<file path="src/rtl/tick_gen.sv">
// Programmable clock-enable tick generator with a loadable divisor and an optional burst limit.
// Define TICK_GEN_BURST_EN to compile in burst mode (run ends after burst_len_i ticks).
module tick_gen #(
  parameter int DIV_W   = 16,
  parameter int BURST_W = 8
) (
  input  logic               clk_i,
  input  logic               reset_i,
  input  logic               enable_i,
  input  logic [DIV_W-1:0]   div_i,
  input  logic               div_valid_i,
  output logic               div_ready_o,
  input  logic [BURST_W-1:0] burst_len_i,
  output logic               ce_o,
  output logic               busy_o,
  output logic               done_o
);

  typedef enum logic [1:0] {
    IDLE = 2'd0,
    RUN  = 2'd1,
    DONE = 2'd2
  } state_t;

  localparam logic [DIV_W-1:0]   DIV_ONE   = {{(DIV_W-1){1'b0}}, 1'b1};
  localparam logic [BURST_W-1:0] BURST_ONE = {{(BURST_W-1){1'b0}}, 1'b1};

  state_t           state_q, state_d;
  logic [DIV_W-1:0] div_q, div_d;
  logic [DIV_W-1:0] cnt_q, cnt_d;
  logic [DIV_W-1:0] period_m1;
  logic             ce_d;

`ifdef TICK_GEN_BURST_EN
  logic [BURST_W-1:0] burst_q, burst_d;
  logic [BURST_W-1:0] bcnt_q, bcnt_d;
  logic               done_d;
`else
  logic               unused_burst;
  assign unused_burst = ^{burst_len_i, BURST_ONE};
`endif

  // A divisor of zero behaves like one, so the terminal count is never below zero.
  assign period_m1 = (div_q == '0) ? '0 : (div_q - DIV_ONE);

  always_comb begin
    state_d = state_q;
    div_d   = div_q;
    cnt_d   = cnt_q;
    ce_d    = 1'b0;
`ifdef TICK_GEN_BURST_EN
    burst_d = burst_q;
    bcnt_d  = bcnt_q;
    done_d  = 1'b0;
`endif

    case (state_q)
      IDLE: begin
        if (div_valid_i) begin
          div_d = div_i;
        end
        if (enable_i) begin
          state_d = RUN;
          cnt_d   = '0;
`ifdef TICK_GEN_BURST_EN
          burst_d = burst_len_i;
          bcnt_d  = '0;
`endif
        end
      end

      RUN: begin
        if (!enable_i) begin
          state_d = IDLE;
          cnt_d   = '0;
        end else if (cnt_q == period_m1) begin
          cnt_d = '0;
          ce_d  = 1'b1;
`ifdef TICK_GEN_BURST_EN
          // The final tick of a burst and its done pulse leave together.
          if ((burst_q != '0) && (bcnt_q == (burst_q - BURST_ONE))) begin
            state_d = DONE;
            done_d  = 1'b1;
            bcnt_d  = '0;
          end else begin
            bcnt_d = bcnt_q + BURST_ONE;
          end
`endif
        end else begin
          cnt_d = cnt_q + DIV_ONE;
        end
      end

      DONE: begin
        if (!enable_i) begin
          state_d = IDLE;
        end
      end

      default: begin
        state_d = IDLE;
        cnt_d   = '0;
      end
    endcase
  end

  always_ff @(posedge clk_i) begin
    if (reset_i) begin
      state_q     <= IDLE;
      div_q       <= DIV_ONE;
      cnt_q       <= '0;
      ce_o        <= 1'b0;
      busy_o      <= 1'b0;
      div_ready_o <= 1'b1;
    end else begin
      state_q     <= state_d;
      div_q       <= div_d;
      cnt_q       <= cnt_d;
      ce_o        <= ce_d;
      busy_o      <= (state_d == RUN);
      div_ready_o <= (state_d == IDLE);
    end
  end

`ifdef TICK_GEN_BURST_EN
  always_ff @(posedge clk_i) begin
    if (reset_i) begin
      burst_q <= '0;
      bcnt_q  <= '0;
      done_o  <= 1'b0;
    end else begin
      burst_q <= burst_d;
      bcnt_q  <= bcnt_d;
      done_o  <= done_d;
    end
  end
`else
  assign done_o = 1'b0;
`endif

endmodule

</file>
<file path="config.mk">
export PLATFORM = sky130hd
export DESIGN_NAME = tick_gen
export DESIGN_NICKNAME = d
export VERILOG_FILES = /design/src/rtl/tick_gen.sv
export SDC_FILE = /design/constraint.sdc
export NUM_CORES = 1
export LEC_CHECK = 0
export BUFFER_PORTS_ARGS = -buffer_cell sky130_fd_sc_hd__buf_2
export CORE_MARGIN = 5
export CORE_UTILIZATION = 52
export DETAILED_ROUTE_END_ITERATION = 12
export GPL_ROUTABILITY_DRIVEN = 1
export PLACE_DENSITY = 0.78
export REMOVE_ABC_BUFFERS = 1
export SYNTH_ARGS = -nofsm -noshare
export SYNTH_HDL_FRONTEND = slang
export SYNTH_SLANG_ARGS = --single-unit
export TNS_END_PERCENT = 20
</file>
<file path="constraint.sdc">
create_clock -name clk_i -period 3 [get_ports clk_i]
set_input_delay 0.3 -clock clk_i [delete_from_list [all_inputs] [get_ports clk_i]]
set_output_delay 0.3 -clock clk_i [all_outputs]
set_load 0.02 [all_outputs]
</file>
## After elaboration in Yosys (flattened, before gate mapping)

Cells that the tools add are included.

- Logic and storage cells: 32
- Flip-flop bits (word level): 37

- Muxes and demuxes: 9
- Reductions and logical operators: 7
- Add/sub/neg operators: 2
- Bitwise gates (word level): 3
- Eq/ne operators: 5

Operators by type and width:

| cell | count |
|---|---|
| $mux 16 | 4 |
| $pmux 16 s3 | 1 |
| $add 16x1->16 const B | 1 |
| $eq 16x16->1 | 1 |
| $logic_not 16->1 | 1 |
| $sub 16x1->16 const B | 1 |
| $eq 2x1->1 const B | 2 |
| $logic_not 2->1 | 2 |
| $mux 2 | 2 |
| $pmux 2 s2 | 1 |
| $reduce_and 2->1 | 2 |
| $not 1->1 | 3 |
| $reduce_or 3->1 | 1 |
| $eq 2x2->1 const B | 1 |
| $ne 2x2->1 const B | 1 |
| $reduce_or 2->1 | 1 |
| $mux 1 | 1 |

## Depth between registers and ports, before layout

Gate-level depths: netlist (run 1).

- Word-level depth: 6
- Mapped depth: 14
- Gate-level depth less buffers: 11

## Worst setup path before layout (run 1)

No wires, ideal clock.

- Path type: reg-to-reg
- Start point: reg div_q[0]
- End point: reg cnt_q[12]
- Data arrival time: 2782 ps
- Period minus slack after synthesis: 2915 ps
- Data required time: 2868 ps
- Setup slack: 85 ps
- Stages on the path, launching flop included: 14
- Buffers on the path: 2
- Library setup time: 132 ps
- Cell sequence: dfxtp_1 inv_1 ha_1 or3b_1 nor4_2 xnor2_1 a21oi_1 o311a_1 a211oi_2 a2111oi_4 buf_6 buf_6 a21oi_1 a31oi_1

- Word-level cells in the longest chain between the ends: 6
- Elaborated cells between the ends (all ways): 7

RTL lines:

| what | line | source |
|---|---|---|
| start, declared | 29 | `logic [DIV_W-1:0] div_q, div_d;` |
| start signal, assigned | 117 | `div_q <= div_d;` |
| $sub 16x1->16 or $logic_not 16->1 (tied branches) | 44 | `assign period_m1 = (div_q == '0) ? '0 : (div_q - DIV_ONE);` |
| $mux 16 (*) | 44 |  |
| $eq 16x16->1 (*) | 76 | `end else if (cnt_q == period_m1) begin` |
| $mux 16 (*) | 76 |  |
| $mux 16 (*) | 73 | `if (!enable_i) begin` |
| $pmux 16 s3 (*) | 57 | `case (state_q)` |
| end signal, assigned | 118 | `cnt_q <= cnt_d;` |
| end, declared | 30 | `logic [DIV_W-1:0] cnt_q, cnt_d;` |

Every way passes the cells marked *; elsewhere a longest branch is shown, timed or not.
A chain may end at the register's enable or synchronous reset.

## Worst setup path after layout (run 1)

Ends and elaborated chain as after synthesis.

==> out/metrics.sh, run 1 <==
FLOORPLAN.CORE_AREA_MM2=0.00469
SYN-INSTANCE-COUNT=317
FIRST_GLOBAL_VIAS=2179
PLACE.DETAILED.INSTANCES=392
INITIAL_ANTENNA_VIOLATION_COUNT=0
SYNTH_FF_TYPE='sky130_fd_sc_hd__dfxtp_1'
CLK_PIN_SLEW_WORST_PATHS_NS=0.07
AREA.GROWTH.SYNTH_TO_FINAL_PCT=19.1
YOSYS-TOP-CELLS-COUNT='sky130_fd_sc_hd__nand2_1, sky130_fd_sc_hd__dfxtp_1, sky130_fd_sc_hd__a21oi_1'
FAILED_CHECKS='negative setup slack'
INTERNAL-POWER_mW=0.869
FP.DIEH_UM=79.4
FLOORPLAN.DIE_AREA_MM2=0.00631
TIMING.SETUP.CRITICAL_PATH_CLASS='reg2reg'
RUN_STATUS='finished, violations left'
ROW_COUNT=25
SYNTH_SEQ_CELLS=37
NUMCTSBUFFERS=5
ROUTEDWLPERCELL_UM=14.6
POST_SYNTH.CELL_AREA_AVG_UM2=7.91
MIN_PATH_TYPE='in2reg'
GRT.TOTAL_USAGE=0.188
TIMING.CRITICAL_PATH.FROM_TYPE='register'
POWER_SWITCHING_SHARE=0.299
WORST_EP_REQUIRED_TIME_NS=3.22
FINALHOLDVIOLCOUNT=0
IO-PIN-COUNT=32
IO_BUFFERS=22
HOLD_BUF_COUNT_CTS=0
SEQ_AREA_FRAC_SYNTH=0.296
DRCVIOLATIONCOUNT=0
DRIVE_ABOVE_1_SHARE=0.218
SEQ_AREA_UM2=742
FILLERS=395
TIMING.CRITICAL_PATH.FANOUT_MAX=13
SETUP_VIOL=9
SYNTHDOMINANTCELLAREASHARE=0.296
FINAL_CELL_COUNT_NO_FILL=402
CELLPOWERDENSITY_mW_PER_MM2=415
CELL_TYPE_CONTRIBUTING_THE_MOST_TOTAL_CELL_AREA_AFTER_SYNTHESIS='sky130_fd_sc_hd__dfxtp_1'
MULTI_INPUT_COMB_AREA_MM2=0.00176
START_UTIL=0.534
CTS_TREE='done'
DPL-INSTANCE-AREA_MM2=0.00273
MAXCAPVIOLCOUNT=0
SEQPWRFRAC=0.432
MAXSLEWVIOLCOUNT=0
GR_OVFL_TOTAL=0
TIGHTESTPINTRANSITION_NS=0.520
DRT-TOTAL-WL_MM=5.88
MAX_FREQ_MHz=327
DRT_FIRST_PASS_ITERS=4
ANTENNA_CELLS=0
WORST_SKEW_PAIR.LATE_LATENCY_NS=0.29
STDCELL_AREA_MM2=0.00298
P_SW_mW=0.370
SYNTH_CELL_TYPES=64
SYNTH_ENABLE_FLOP_CELLS=0
SYNTH_WARNINGS=0
FINAL.SETUP_SKEW_NS=0.00355
WORST-ENDPOINT-ARRIVAL_NS=3.28
LONGEST_CLK_PATH_BUFS=2
SETUP-TNS-FINAL_NS=-0.278
LEAKAGE_nW=1.19
GRT_FIRST_PASS_WIRELENGTH_MM=9.65
FINAL_MIN_PERIOD_OVER_CLOCK_PERIOD=1.02
CRIT_PATH_END_KIND='register'
FINISH.NET_COUNT=381
IRDROPWORSTVDD_mV=0.335
CELLS_TAKING_THE_MOST_AREA_AFTER_SYNTHESIS='sky130_fd_sc_hd__dfxtp_1, sky130_fd_sc_hd__nand2_1, sky130_fd_sc_hd__a21oi_1, sky130_fd_sc_hd__and3_1, sky130_fd_sc_hd__ha_1'
SLEW_HEADROOM=0.653
FIN_CRIT_NS=3.06
CLOCK_POWER_SHARE=0.306
SYNTH_MOST_COMMON_CELL='sky130_fd_sc_hd__nand2_1'
DRT_INITIAL_VIOLATIONS=130
GP_CONGESTION=0.855
ROUTED-VIA-COUNT=2422
POWER.COMBINATIONAL.FRACTION=0.262
SETUP_REPAIR_AFTER_GLOBAL_ROUTING_MISSED_ITS_MARGIN='yes'
NUMBER_OF_SINKS_ON_THE_CLOCK_NET=37
CTSROOTBUFFERMASTER='sky130_fd_sc_hd__clkbuf_8'
DIE_WIDTH_UM=79.4
TIMING.FINAL.WS_SETUP_NS=-0.0590
POST_DETAIL_PLACE_HPWL_MM=4.21
YS_ASYNC_SR_FRACTION=0
SYNTH_AREA_MM2=0.00251
PIN_COUNT_OF_THE_BIGGEST_NET_ENTERING_GLOBAL_ROUTING=27
CLOCK_TREE.HTREE_LEVEL_COUNT=2
DRT.ANTENNA.VIOLATING_NETS=0
ROUTE.DETAILED.VIAS_PER_INST=6.02
## final timing paths
| kind | start | endpoint | slack, ns | depth (start not counted) |
|---|---|---|---|---|
| setup / recovery | div_q[0] | cnt_q[12] | -0.06 | 12 |
| hold / removal | div_i[0] | div_q[0] | 0.24 | 3 |
| setup reg to reg | div_q[0] | cnt_q[12] | -0.06 | 12 |
| hold reg to reg | div_q[5] | div_q[5] | 0.54 | 2 |
## placed cells by master (no fill, tap or decap), types with 4 or more instances in the layout
cell type,instances
sky130_fd_sc_hd__mux2i_1,5
sky130_fd_sc_hd__clkbuf_8,7
sky130_fd_sc_hd__o21ai_1,6
sky130_fd_sc_hd__nand2_1,52
sky130_fd_sc_hd__xnor2_1,6
sky130_fd_sc_hd__nand2b_1,8
sky130_fd_sc_hd__nand4_1,5
sky130_fd_sc_hd__nor3_1,9
sky130_fd_sc_hd__inv_1,7
sky130_fd_sc_hd__and3_1,12
sky130_fd_sc_hd__dfxtp_1,36
sky130_fd_sc_hd__nor4_4,4
sky130_fd_sc_hd__nor2_1,16
sky130_fd_sc_hd__a21oi_1,30
sky130_fd_sc_hd__buf_2,22
sky130_fd_sc_hd__buf_4,15
sky130_fd_sc_hd__a31oi_1,11
sky130_fd_sc_hd__ha_1,5
sky130_fd_sc_hd__nand3_1,8
sky130_fd_sc_hd__or2b_1,6
sky130_fd_sc_hd__xor2_1,4
## power by group through the flow
stage | clock (mW) | combinational (mW) | sequential, mW
6_report | 0.379 | 0.325 | 0.535
3_5_place_dp | 0 | 0.283 | 0.542
2_1_floorplan | 0 | 0.189 | 0.549
4_1_cts | 0.387 | 0.286 | 0.531
5_1_grt | 0.417 | 0.355 | 0.538
3_3_place_gp | 0 | 0.277 | 0.541
## cell families after synthesis
group                      after synthesis  synth area share
other                                    1           0.00150
muxes                                    5            0.0200
adders and majority gates                6            0.0300
and+or+nand+nor                        148             0.332
buffers and inverters                   25            0.0474
AOI/OAI and AO/OA                       81             0.214
DFF                                     37             0.296
xor gates and xnor gates                14            0.0604
## state kept, by name, summed over array words and instances, names as in the netlist
signal	flops
cnt_q	16
div_q	16
state_q	2
busy_o	1
ce_o	1
div_ready_o	1
## worst max-delay path, stage by stage, from the launching register on
cell	delay, ns
sky130_fd_sc_hd__dfxtp_2	0.33
sky130_fd_sc_hd__buf_6	0.13
sky130_fd_sc_hd__or4_4	0.57
sky130_fd_sc_hd__nor4_4	0.21
sky130_fd_sc_hd__xnor2_2	0.13
sky130_fd_sc_hd__o2111ai_1	0.25
sky130_fd_sc_hd__o21ai_1	0.16
sky130_fd_sc_hd__and4bb_4	0.24
sky130_fd_sc_hd__a2111oi_4	0.38
sky130_fd_sc_hd__buf_4	0.21
sky130_fd_sc_hd__clkbuf_16	0.16
sky130_fd_sc_hd__nand2b_1	0.06
sky130_fd_sc_hd__a31oi_1	0.16
## routing by layer
metal | wire, um | global-route usage | share of wire | vias up
met2 | 2800 | 0.306 | 0.48 | 72
met1 | 2630 | 0.243 | 0.45 | 1121
met3 | 279 | 0.0372 | 0.047 | 23
met4 | 176 | 0.0739 | 0.030 | 0
met5 | 0 | 0 | 0 | -
li1 | - | - | - | 1206
## stage by stage
| stage | power, mW | hold slack [ns] | setup slack (ns) | util |
|---|---|---|---|---|
| global route | 1.31 | 0.235 | -0.195 | 0.636 |
| global placement | 0.817 | 0.482 | 0.0510 | 0.581 |
| CTS | 1.20 | 0.230 | 0.00798 | 0.605 |
| floorplan | 0.738 | 0.369 | -0.189 | - |
| finish | 1.24 | 0.237 | -0.0590 | 0.636 |
| detailed placement | 0.825 | 0.496 | -0.0135 | 0.581 |
## repair_timing
item | CTS | global route
pin swaps | 0 | 4
setup endpoints to repair | 6 | 16
cloned | 0 | 1
buffers inserted | 0 | 1
gates resized for setup | 1 | 27
## cell type report
class,instances,area share
multi-input cells,255,0.591
flip-flops and latches,37,0.249
repair buffers,40,0.0935
clock buffers,7,0.0323
well taps,54,0.0226
inverters,8,0.0101
clock inverters,1,0.00168
Note: power is estimated with default switching activity, not from simulation.
==> run 2: changes to the inputs <==
==> constraint.sdc (replaced) <==
create_clock -name clk_i -period 2.57 [get_ports clk_i]
set_input_delay 0.257 -clock clk_i [delete_from_list [all_inputs] [get_ports clk_i]]
set_output_delay 0.257 -clock clk_i [all_outputs]
set_load 0.02 [all_outputs]
==> run 2 against run 1 <==
The flow still finishes with violations (negative setup slack). Register-to-register slack got worse by 0.30 ns. Core utilization rose by 7.4 points. Die area did not move. Critical path depth did not move. Sequential share of layout area fell by 2.5 points. Non-clock buffer count rose by 48. Final cell count rose by 12%. Design area rose by 12%.
==> out/metrics.sh, run 2 (same netlist as run 1, synthesis figures left out) <==
CP-STARTPOINT='div_q[0]'  # unchanged
SETUP_REPAIR_AFTER_GLOBAL_ROUTING_MISSED_ITS_MARGIN='yes'  # unchanged
MIN-DELAY-START='div_i[0]'  # unchanged
RUN_STATUS='finished, violations left'  # unchanged
GRT.TOTAL_USAGE=0.235  # was 0.188
FINALHOLDVIOLCOUNT=0  # unchanged
GRT_FIRST_PASS_WIRELENGTH_MM=11.7  # was 9.65 mm
FINAL_CELL_COUNT_NO_FILL=450  # was 402
DRCVIOLATIONCOUNT=0  # unchanged
FINAL.SETUP_SKEW_NS=0.00524  # was 0.00355 ns
CRIT_PATH_END_KIND='register'  # unchanged
IRDROPWORSTVDD_mV=0.367  # was 0.335 mV
MIN_PATH_TYPE='in2reg'  # unchanged
DRIVE_ABOVE_1_SHARE=0.333  # was 0.218
CTS_TREE='done'  # unchanged
CLOCK_TREE.HTREE_LEVEL_COUNT=2  # unchanged
WORST_EP_REQUIRED_TIME_NS=2.79  # was 3.22 ns
FINAL_STANDARD_CELL_UTILIZATION_OF_THE_CORE=0.710  # was 0.636
LEAKAGE_nW=1.41  # was 1.19 nW
CLK_PIN_SLEW_WORST_PATHS_NS=0.07  # about the same
HOLD_BUF_COUNT_CTS=0  # unchanged
PIN_COUNT_OF_THE_BIGGEST_NET_ENTERING_GLOBAL_ROUTING=25  # was 27
FAILED_CHECKS='negative setup slack'  # unchanged
FINAL_MIN_PERIOD_OVER_CLOCK_PERIOD=1.14  # was 1.02
SETUP-TNS-FINAL_NS=-5.02  # was -0.278 ns
FLOORPLAN.CORE_AREA_MM2=0.00469  # unchanged
FLOORPLAN.DIE_AREA_MM2=0.00631  # unchanged
TIMING.SETUP.CRITICAL_PATH_CLASS='reg2reg'  # unchanged
CELLPOWERDENSITY_mW_PER_MM2=462  # was 415 mW/mm2
R2R_SETUP_SLACK_NS=-0.36  # was -0.06 ns
AREA.GROWTH.SYNTH_TO_FINAL_PCT=32.9  # was 19.1%
START_UTIL=0.534  # unchanged
DRT-TOTAL-WL_MM=6.76  # was 5.88 mm
PLACE.DETAILED.INSTANCES=430  # was 392
TIGHTESTPINTRANSITION_NS=0.553  # was 0.520 ns
LAYOUT_COMMONEST_CELL='sky130_fd_sc_hd__buf_4'  # was sky130_fd_sc_hd__nand2_1
DRT_INITIAL_VIOLATIONS=148  # was 130
NUMCTSBUFFERS=5  # unchanged
ROW_COUNT=25  # unchanged
ROUTE.DETAILED.VIAS_PER_INST=5.83  # was 6.02
DRT.ANTENNA.VIOLATING_NETS=0  # unchanged
GR_OVFL_TOTAL=0  # unchanged
FINISH.NET_COUNT=429  # was 381
FP.DIEH_UM=79.4  # unchanged
NUMBER_OF_SINKS_ON_THE_CLOCK_NET=37  # unchanged
MAX_STAGE_DELAY_NS=0.43  # was 0.57 ns
FIRST_GLOBAL_VIAS=2548  # was 2179
TIMING.FINAL.WS_SETUP_NS=-0.355  # was -0.0590 ns
ROUTEDWLPERCELL_UM=15.0  # was 14.6 um
MAXSLEWVIOLCOUNT=0  # unchanged
R2R_START='div_q[0]'  # unchanged
CP-ENDPOINT='cnt_q[11]'  # was cnt_q[12]
IO_BUFFERS=22  # unchanged
TIMING.CRITICAL_PATH.FANOUT_MAX=7  # was 13
MAXCAPVIOLCOUNT=0  # unchanged
DRT_FIRST_PASS_ITERS=4  # unchanged
R2R_END='cnt_q[11]'  # was cnt_q[12]
ANTENNA_CELLS=0  # unchanged
R2R_CELLS=12  # unchanged
LAYOUT_COMMON_CELLS='sky130_fd_sc_hd__buf_4, sky130_fd_sc_hd__nand2_1, sky130_fd_sc_hd__dfxtp_1, sky130_fd_sc_hd__a21oi_1, sky130_fd_sc_hd__buf_2'  # was sky130_fd_sc_hd__nand2_1, sky130_fd_sc_hd__dfxtp_1, sky130_fd_sc_hd__a21oi_1, sky130_fd_sc_hd__buf_2, sky130_fd_sc_hd__nor2_1
INITIAL_ANTENNA_VIOLATION_COUNT=0  # unchanged
MAX_FREQ_MHz=342  # was 327 MHz
SETUP_VIOL=17  # was 9
FIN_CRIT_NS=2.93  # was 3.06 ns
CRIT_CHAIN='inv_4 > ha_4 > or3b_4 > nor4_4 > xnor3_1 > o211ai_1 > o311a_1 > a211oi_2 > a2111oi_4 > buf_6 > or2b_1 > a31oi_1'  # was buf_6 > or4_4 > nor4_4 > xnor2_2 > o2111ai_1 > o21ai_1 > and4bb_4 > a2111oi_4 > buf_4 > clkbuf_16 > nand2b_1 > a31oi_1
WORST_SKEW_PAIR.LATE_LATENCY_NS=0.29  # about the same
IO-PIN-COUNT=32  # unchanged
TOP_REGS='cnt_q (16), div_q (16), state_q (2)'  # unchanged
WORST-ENDPOINT-ARRIVAL_NS=3.15  # was 3.28 ns
GP_CONGESTION=0.944  # was 0.855
ROUTED-VIA-COUNT=2623  # was 2422
LONGEST_CLK_PATH_BUFS=2  # unchanged
POST_DETAIL_PLACE_HPWL_MM=4.77  # was 4.21 mm
CTSROOTBUFFERMASTER='sky130_fd_sc_hd__clkbuf_8'  # unchanged
DIE_WIDTH_UM=79.4  # unchanged
SLEW_HEADROOM=0.631  # was 0.653
TIMING.CRITICAL_PATH.FROM_TYPE='register'  # unchanged
TIMING.CRITICAL_PATH.SLOWEST_STAGE_CELL='sky130_fd_sc_hd__a2111oi_4'  # was sky130_fd_sc_hd__or4_4
MINIMUM_SETUP_SLACK_AFTER_PLACEMENT_NS=-0.549  # was -0.0135 ns
-- run 2: changes by cell type in the layout (fill, tap and decap cells not counted), moves of 2 or more --
| cell | change |
|---|---|
| sky130_fd_sc_hd__a21oi_2 | +6 |
| sky130_fd_sc_hd__buf_6 | +3 |
| sky130_fd_sc_hd__buf_4 | +46 |
| sky130_fd_sc_hd__nor4_2 | +2 |
| sky130_fd_sc_hd__nor3_2 | +2 |
| sky130_fd_sc_hd__a21oi_1 | -6 |
-- run 2: repair_timing --
action                                  4_1_cts  5_1_grt
resized for setup                            31        4
endpoints found under the hold margin         0        0
buffers inserted                             10        1
endpoints found under the setup margin       17       17
pin swaps                                    14        4
gates cloned                                  1        0
-- run 2: where the power goes --
part           internal [mW]  leakage, nW  switching (mW)  total (mW)
clock network          0.242       0.0542           0.205       0.447
logic                  0.248         1.06           0.228       0.476
registers              0.595        0.302          0.0207       0.616
total                   1.09         1.41           0.454        1.54
-- run 2: worst min-delay path by stage --
stage | endpoint | slack (ns) | cells after the start
2_1_floorplan | div_q[10] | 0.33 | 1
3_3_place_gp | div_q[0] | 0.48 | 3
3_5_place_dp | div_q[0] | 0.48 | 3
4_1_cts | div_q[0] | 0.16 | 3
5_1_grt | div_q[0] | 0.18 | 3
6_report | div_q[0] | 0.17 | 3
-- run 2: worst max-delay path, delay by kind of cell, from the launching register on --
family,cells,cell delay [ns]
AO/OA/AOI/OAI,5,0.97
XOR/XNOR,1,0.26
adder cells (fa/ha/maj),1,0.12
buffers and inverters,2,0.25
flip-flops,1,0.37
AND/OR/NAND/NOR,3,0.87
-- run 2: per-layer routing --
| metal | track usage | part of all wire | up-vias |
|---|---|---|---|
| met1 | 0.278 | 0.42 | 1200 |
| met5 | 0 | 0 | - |
| met4 | 0.131 | 0.044 | 0 |
| li1 | - | - | 1304 |
| met2 | 0.391 | 0.47 | 93 |
| met3 | 0.0508 | 0.065 | 26 |
-- run 2: final cells by class --
cell class / count / area (um2)
flip-flops and latches: 37 / 746
repair buffers: 88 / 633
clock buffers: 7 / 96.3
fillers: 350 / 1360
inverters: 8 / 32.5
clock inverters: 1 / 5.00
well taps: 54 / 67.6
multi-input cells: 255 / 1750
-- run 2: per-stage QoR --
stage | instance area (um2) | total power, mW | hold WS (ns)
floorplan | 2420 | 0.862 | 0.326
global placement | 3010 | 1.03 | 0.479
detailed placement | 3010 | 1.04 | 0.477
CTS | 3310 | 1.54 | 0.162
global route | 3330 | 1.63 | 0.182
finish | 3330 | 1.54 | 0.170
==> run 3: changes to the inputs <==
--- a/config.mk
+++ b/config.mk
@@ -6,12 +6,12 @@
 export NUM_CORES = 1
 export LEC_CHECK = 0
 export BUFFER_PORTS_ARGS = -buffer_cell sky130_fd_sc_hd__buf_2
+export CORE_ASPECT_RATIO = 2
 export CORE_MARGIN = 5
-export CORE_UTILIZATION = 52
+export CORE_UTILIZATION = 59
 export DETAILED_ROUTE_END_ITERATION = 12
 export GPL_ROUTABILITY_DRIVEN = 1
-export PLACE_DENSITY = 0.78
-export REMOVE_ABC_BUFFERS = 1
+export PLACE_DENSITY = 0.83
 export SYNTH_ARGS = -nofsm -noshare
 export SYNTH_HDL_FRONTEND = slang
 export SYNTH_SLANG_ARGS = --single-unit
==> constraint.sdc (replaced) <==
create_clock -name clk_i -period 3.6 [get_ports clk_i]
set_input_delay 0.36 -clock clk_i [delete_from_list [all_inputs] [get_ports clk_i]]
set_output_delay 0.36 -clock clk_i [all_outputs]
set_load 0.02 [all_outputs]
==> run 3 against run 2 <==
The run now ends clean. Count of clock-buffer cells in the layout is the same. Highest routed layer unchanged. Power decreased by 37%. Clock power shrank 34%. Core utilization down 5.3 points. Design area decreased by 19%. Combinational power decreased by 54%. Die area is 9.2% lower.
==> out/metrics.sh, run 3 (same netlist as run 1, synthesis figures left out) <==
TIGHTESTPINTRANSITION_NS=0.684  # was 0.553 ns
MAXSLEWVIOLCOUNT=0  # unchanged
SEQPWRFRAC=0.469  # was 0.400
GRT.TOTAL_USAGE=0.223  # was 0.235
SETUP_VIOL=0  # was 17
TOTALPOWERFINAL_mW=0.965  # was 1.54 mW
GP_CONGESTION=0.897  # was 0.944
DRT.ANTENNA.VIOLATING_NETS=0  # unchanged
ROUTEDWLPERCELL_UM=15.6  # was 15.0 um
ROUTED-VIA-COUNT=2375  # was 2623
FINALHOLDVIOLCOUNT=0  # unchanged
R2R_END='cnt_q[7]'  # was cnt_q[11]
POST_DETAIL_PLACE_HPWL_MM=4.65  # was 4.77 mm
FIRST_GLOBAL_VIAS=2268  # was 2548
CTS_TREE='done'  # unchanged
CRITICAL_PATH.N_BUFFERS_INVERTERS=2  # unchanged
WORST_SKEW_PAIR.LATE_LATENCY_NS=0.29  # about the same
SETUP_REPAIR_AFTER_GLOBAL_ROUTING_MISSED_ITS_MARGIN='no'  # was yes
INITIAL_ANTENNA_VIOLATION_COUNT=0  # unchanged
CELLPOWERDENSITY_mW_PER_MM2=356  # was 462 mW/mm2
CRITICAL_PATH_CELL_COUNT=12  # unchanged
MULTI_INPUT_COMB_AREA_MM2=0.00165  # was 0.00175 mm2
GR_OVFL_TOTAL=0  # unchanged
FP.DIEH_UM=102  # was 79.4 um
NUMCTSBUFFERS=5  # unchanged
NUMBER_OF_SINKS_ON_THE_CLOCK_NET=37  # unchanged
IO-PIN-COUNT=32  # unchanged
FIN_CRIT_NS=3.30  # was 2.93 ns
FLOORPLAN.CORE_AREA_MM2=0.00413  # was 0.00469 mm2
CRIT_FAMILY='simple AND/OR/NAND/NOR gates'  # was compound AO/OA/AOI/OAI gates
LONGEST_CLK_PATH_BUFS=2  # unchanged
TIMING.SETUP.CRITICAL_PATH_CLASS='reg2reg'  # unchanged
ANTENNA_CELLS=0  # unchanged
STDCELL_AREA_MM2=0.00271  # was 0.00333 mm2
CTS_REPAIR_RESIZE_COUNT=0  # was 31
DRT_INITIAL_VIOLATIONS=70  # was 148
MIN_DELAY_WORST_ENDPOINT='div_q[0]'  # unchanged
FINAL_CELL_COUNT_NO_FILL=384  # was 450
LEAKAGE_nW=1.06  # was 1.41 nW
R2R_SETUP_SLACK_NS=0.30  # was -0.36 ns
START_UTIL=0.607  # was 0.534
LAYOUT_COMMONEST_CELL='sky130_fd_sc_hd__nand2_1'  # was sky130_fd_sc_hd__buf_4
FINAL_MIN_PERIOD_OVER_CLOCK_PERIOD=0.917  # was 1.14
CLK_PIN_SLEW_WORST_PATHS_NS=0.07  # about the same
IRDROPWORSTVDD_mV=0.356  # was 0.367 mV
CLOCK_TREE.HTREE_LEVEL_COUNT=2  # unchanged
WORST-ENDPOINT-ARRIVAL_NS=3.47  # was 3.15 ns
MIN_PATH_TYPE='in2reg'  # unchanged
INTERNAL-POWER_mW=0.673  # was 1.09 mW
SEQ_AREA_UM2=741  # was 746 um2
MAX_STAGE_DELAY_NS=0.45  # was 0.43 ns
DRCVIOLATIONCOUNT=0  # unchanged
ROUTE.DETAILED.VIAS_PER_INST=6.18  # was 5.83
FILLERS=354  # was 350
SETUP-TNS-FINAL_NS=0  # was -5.02 ns
TIMING.CRITICAL_PATH.SLOWEST_STAGE_CELL='sky130_fd_sc_hd__or3b_1'  # was sky130_fd_sc_hd__a2111oi_4
HOLDPATHSTAGES=3  # unchanged
RUN_STATUS='finished, final reports clean'  # was finished, violations left
R2R_CELLS=12  # unchanged
AREA.GROWTH.SYNTH_TO_FINAL_PCT=8.29  # was 32.9%
DRT-TOTAL-WL_MM=6.00  # was 6.76 mm
LAYOUT_COMMON_CELLS='sky130_fd_sc_hd__nand2_1, sky130_fd_sc_hd__dfxtp_1, sky130_fd_sc_hd__a21oi_1, sky130_fd_sc_hd__buf_2, sky130_fd_sc_hd__nor2_1'  # was sky130_fd_sc_hd__buf_4, sky130_fd_sc_hd__nand2_1, sky130_fd_sc_hd__dfxtp_1, sky130_fd_sc_hd__a21oi_1, sky130_fd_sc_hd__buf_2
CLOCK_POWER_SHARE=0.304  # was 0.290
P_SW_mW=0.293  # was 0.454 mW
MAXCAPVIOLCOUNT=0  # unchanged
POST_CTS_BUFFERS=0  # was 10
HOLD_BUF_COUNT_CTS=0  # unchanged
POWER.COMBINATIONAL.FRACTION=0.227  # was 0.310
POSTSYNTHNETCOUNT=351
GRT_FIRST_PASS_WIRELENGTH_MM=10.2  # was 11.7 mm
IO_BUFFERS=22  # unchanged
CTSROOTBUFFERMASTER='sky130_fd_sc_hd__clkbuf_8'  # unchanged
CRIT_CHAIN='inv_1 > ha_1 > or3b_1 > xnor2_1 > nand2_1 > a311o_1 > a2111oi_0 > and4bb_4 > a2111oi_4 > buf_12 > or2b_1 > a31oi_1'  # was inv_4 > ha_4 > or3b_4 > nor4_4 > xnor3_1 > o211ai_1 > o311a_1 > a211oi_2 > a2111oi_4 > buf_6 > or2b_1 > a31oi_1
FINAL.SETUP_SKEW_NS=0.00820  # was 0.00524 ns
TIMING.CRITICAL_PATH.FROM_TYPE='register'  # unchanged
ROW_COUNT=33  # was 25
SLEW_HEADROOM=0.540  # was 0.631
MAX_FREQ_MHz=303  # was 342 MHz
PLACE.DETAILED.INSTANCES=377  # was 430
CRIT_PATH_END_KIND='register'  # unchanged
DIE_WIDTH_UM=56.1  # was 79.4 um
R2R_START='div_q[0]'  # unchanged
MIN-DELAY-START='div_i[0]'  # unchanged
HOLD-WORST-SLACK_NS=0.275  # was 0.170 ns
DRT_FIRST_PASS_ITERS=4  # unchanged
TIMING.CRITICAL_PATH.FANOUT_MAX=26  # was 7
WORST_EP_REQUIRED_TIME_NS=3.76  # was 2.79 ns
POWER_SWITCHING_SHARE=0.303  # was 0.295
DRIVE_ABOVE_1_SHARE=0.133  # was 0.333
DPL-INSTANCE-AREA_MM2=0.00263  # was 0.00301 mm2
FINISH.NET_COUNT=366  # was 429
FLOORPLAN.DIE_AREA_MM2=0.00573  # was 0.00631 mm2
TOP_REGS='cnt_q (16), div_q (16), state_q (2)'  # unchanged
PIN_COUNT_OF_THE_BIGGEST_NET_ENTERING_GLOBAL_ROUTING=27  # was 25
==> run 3: changes by cell type in the layout (fill, tap and decap cells not counted), moves of 2 or more <==
cell                      previous run  this run
sky130_fd_sc_hd__xnor2_2             2         0
sky130_fd_sc_hd__buf_6               4         0
sky130_fd_sc_hd__buf_4              61         2
sky130_fd_sc_hd__dfxtp_1            35        37
sky130_fd_sc_hd__a21oi_2             9         0
sky130_fd_sc_hd__o21ai_0             4         6
sky130_fd_sc_hd__a21oi_1            24        33
sky130_fd_sc_hd__xnor2_1             6         8
sky130_fd_sc_hd__inv_1               6         8
sky130_fd_sc_hd__nor4_1              1         3
sky130_fd_sc_hd__o21ai_1             6         4
==> run 3: how the worst max path moves through the flow <==
stage / end / slack, ns / from
finish: cnt_q[7] / 0.30 / div_q[0]
global route: cnt_q[9] / 0.05 / div_q[0]
CTS: cnt_q[7] / 0.33 / div_q[0]
detailed placement: cnt_q[7] / 0.35 / div_q[0]
global placement: cnt_q[5] / 0.40 / div_q[0]
floorplan: cnt_q[12] / 0.69 / div_q[0]
==> run 3: metal layers <==
layer	wire length, um	vias to the layer above	global-route usage
li1	-	1176	-
met1	2210	1112	0.222
met2	3320	64	0.425
met3	188	23	0.0316
met4	287	0	0.137
met5	0	-	0
==> run 3: area by class of cell <==
class                   count  area share
repair buffers             25      0.0535
inverters                   8      0.0111
well taps                  52      0.0240
flip-flops and latches     37       0.273
clock buffers               7      0.0318
multi-input cells         255       0.607
==> run 3: power by group through the flow <==
stage	registers [mW]	logic (mW)	clock network, mW
finish	0.453	0.219	0.294
global route	0.456	0.242	0.313
CTS	0.452	0.217	0.302
detailed placement	0.462	0.216	0
global placement	0.461	0.209	0
floorplan	0.451	0.175	0
==> run 3: metrics by stage <==
step / util / setup WS (ns)
CTS: 0.657 / 0.335
global route: 0.657 / 0.0488
detailed placement: 0.636 / 0.355
finish: 0.657 / 0.298
floorplan: - / 0.685
global placement: 0.636 / 0.396
==> run 3: worst register-to-register path, delay by kind of cell, from the launching register on <==
family | cells | cell delay (ns)
simple gates | 4 | 1.02
flops | 1 | 0.38
fa+ha+maj | 1 | 0.21
xor+xnor | 1 | 0.32
buf+inv | 2 | 0.33
compound gates | 4 | 0.93
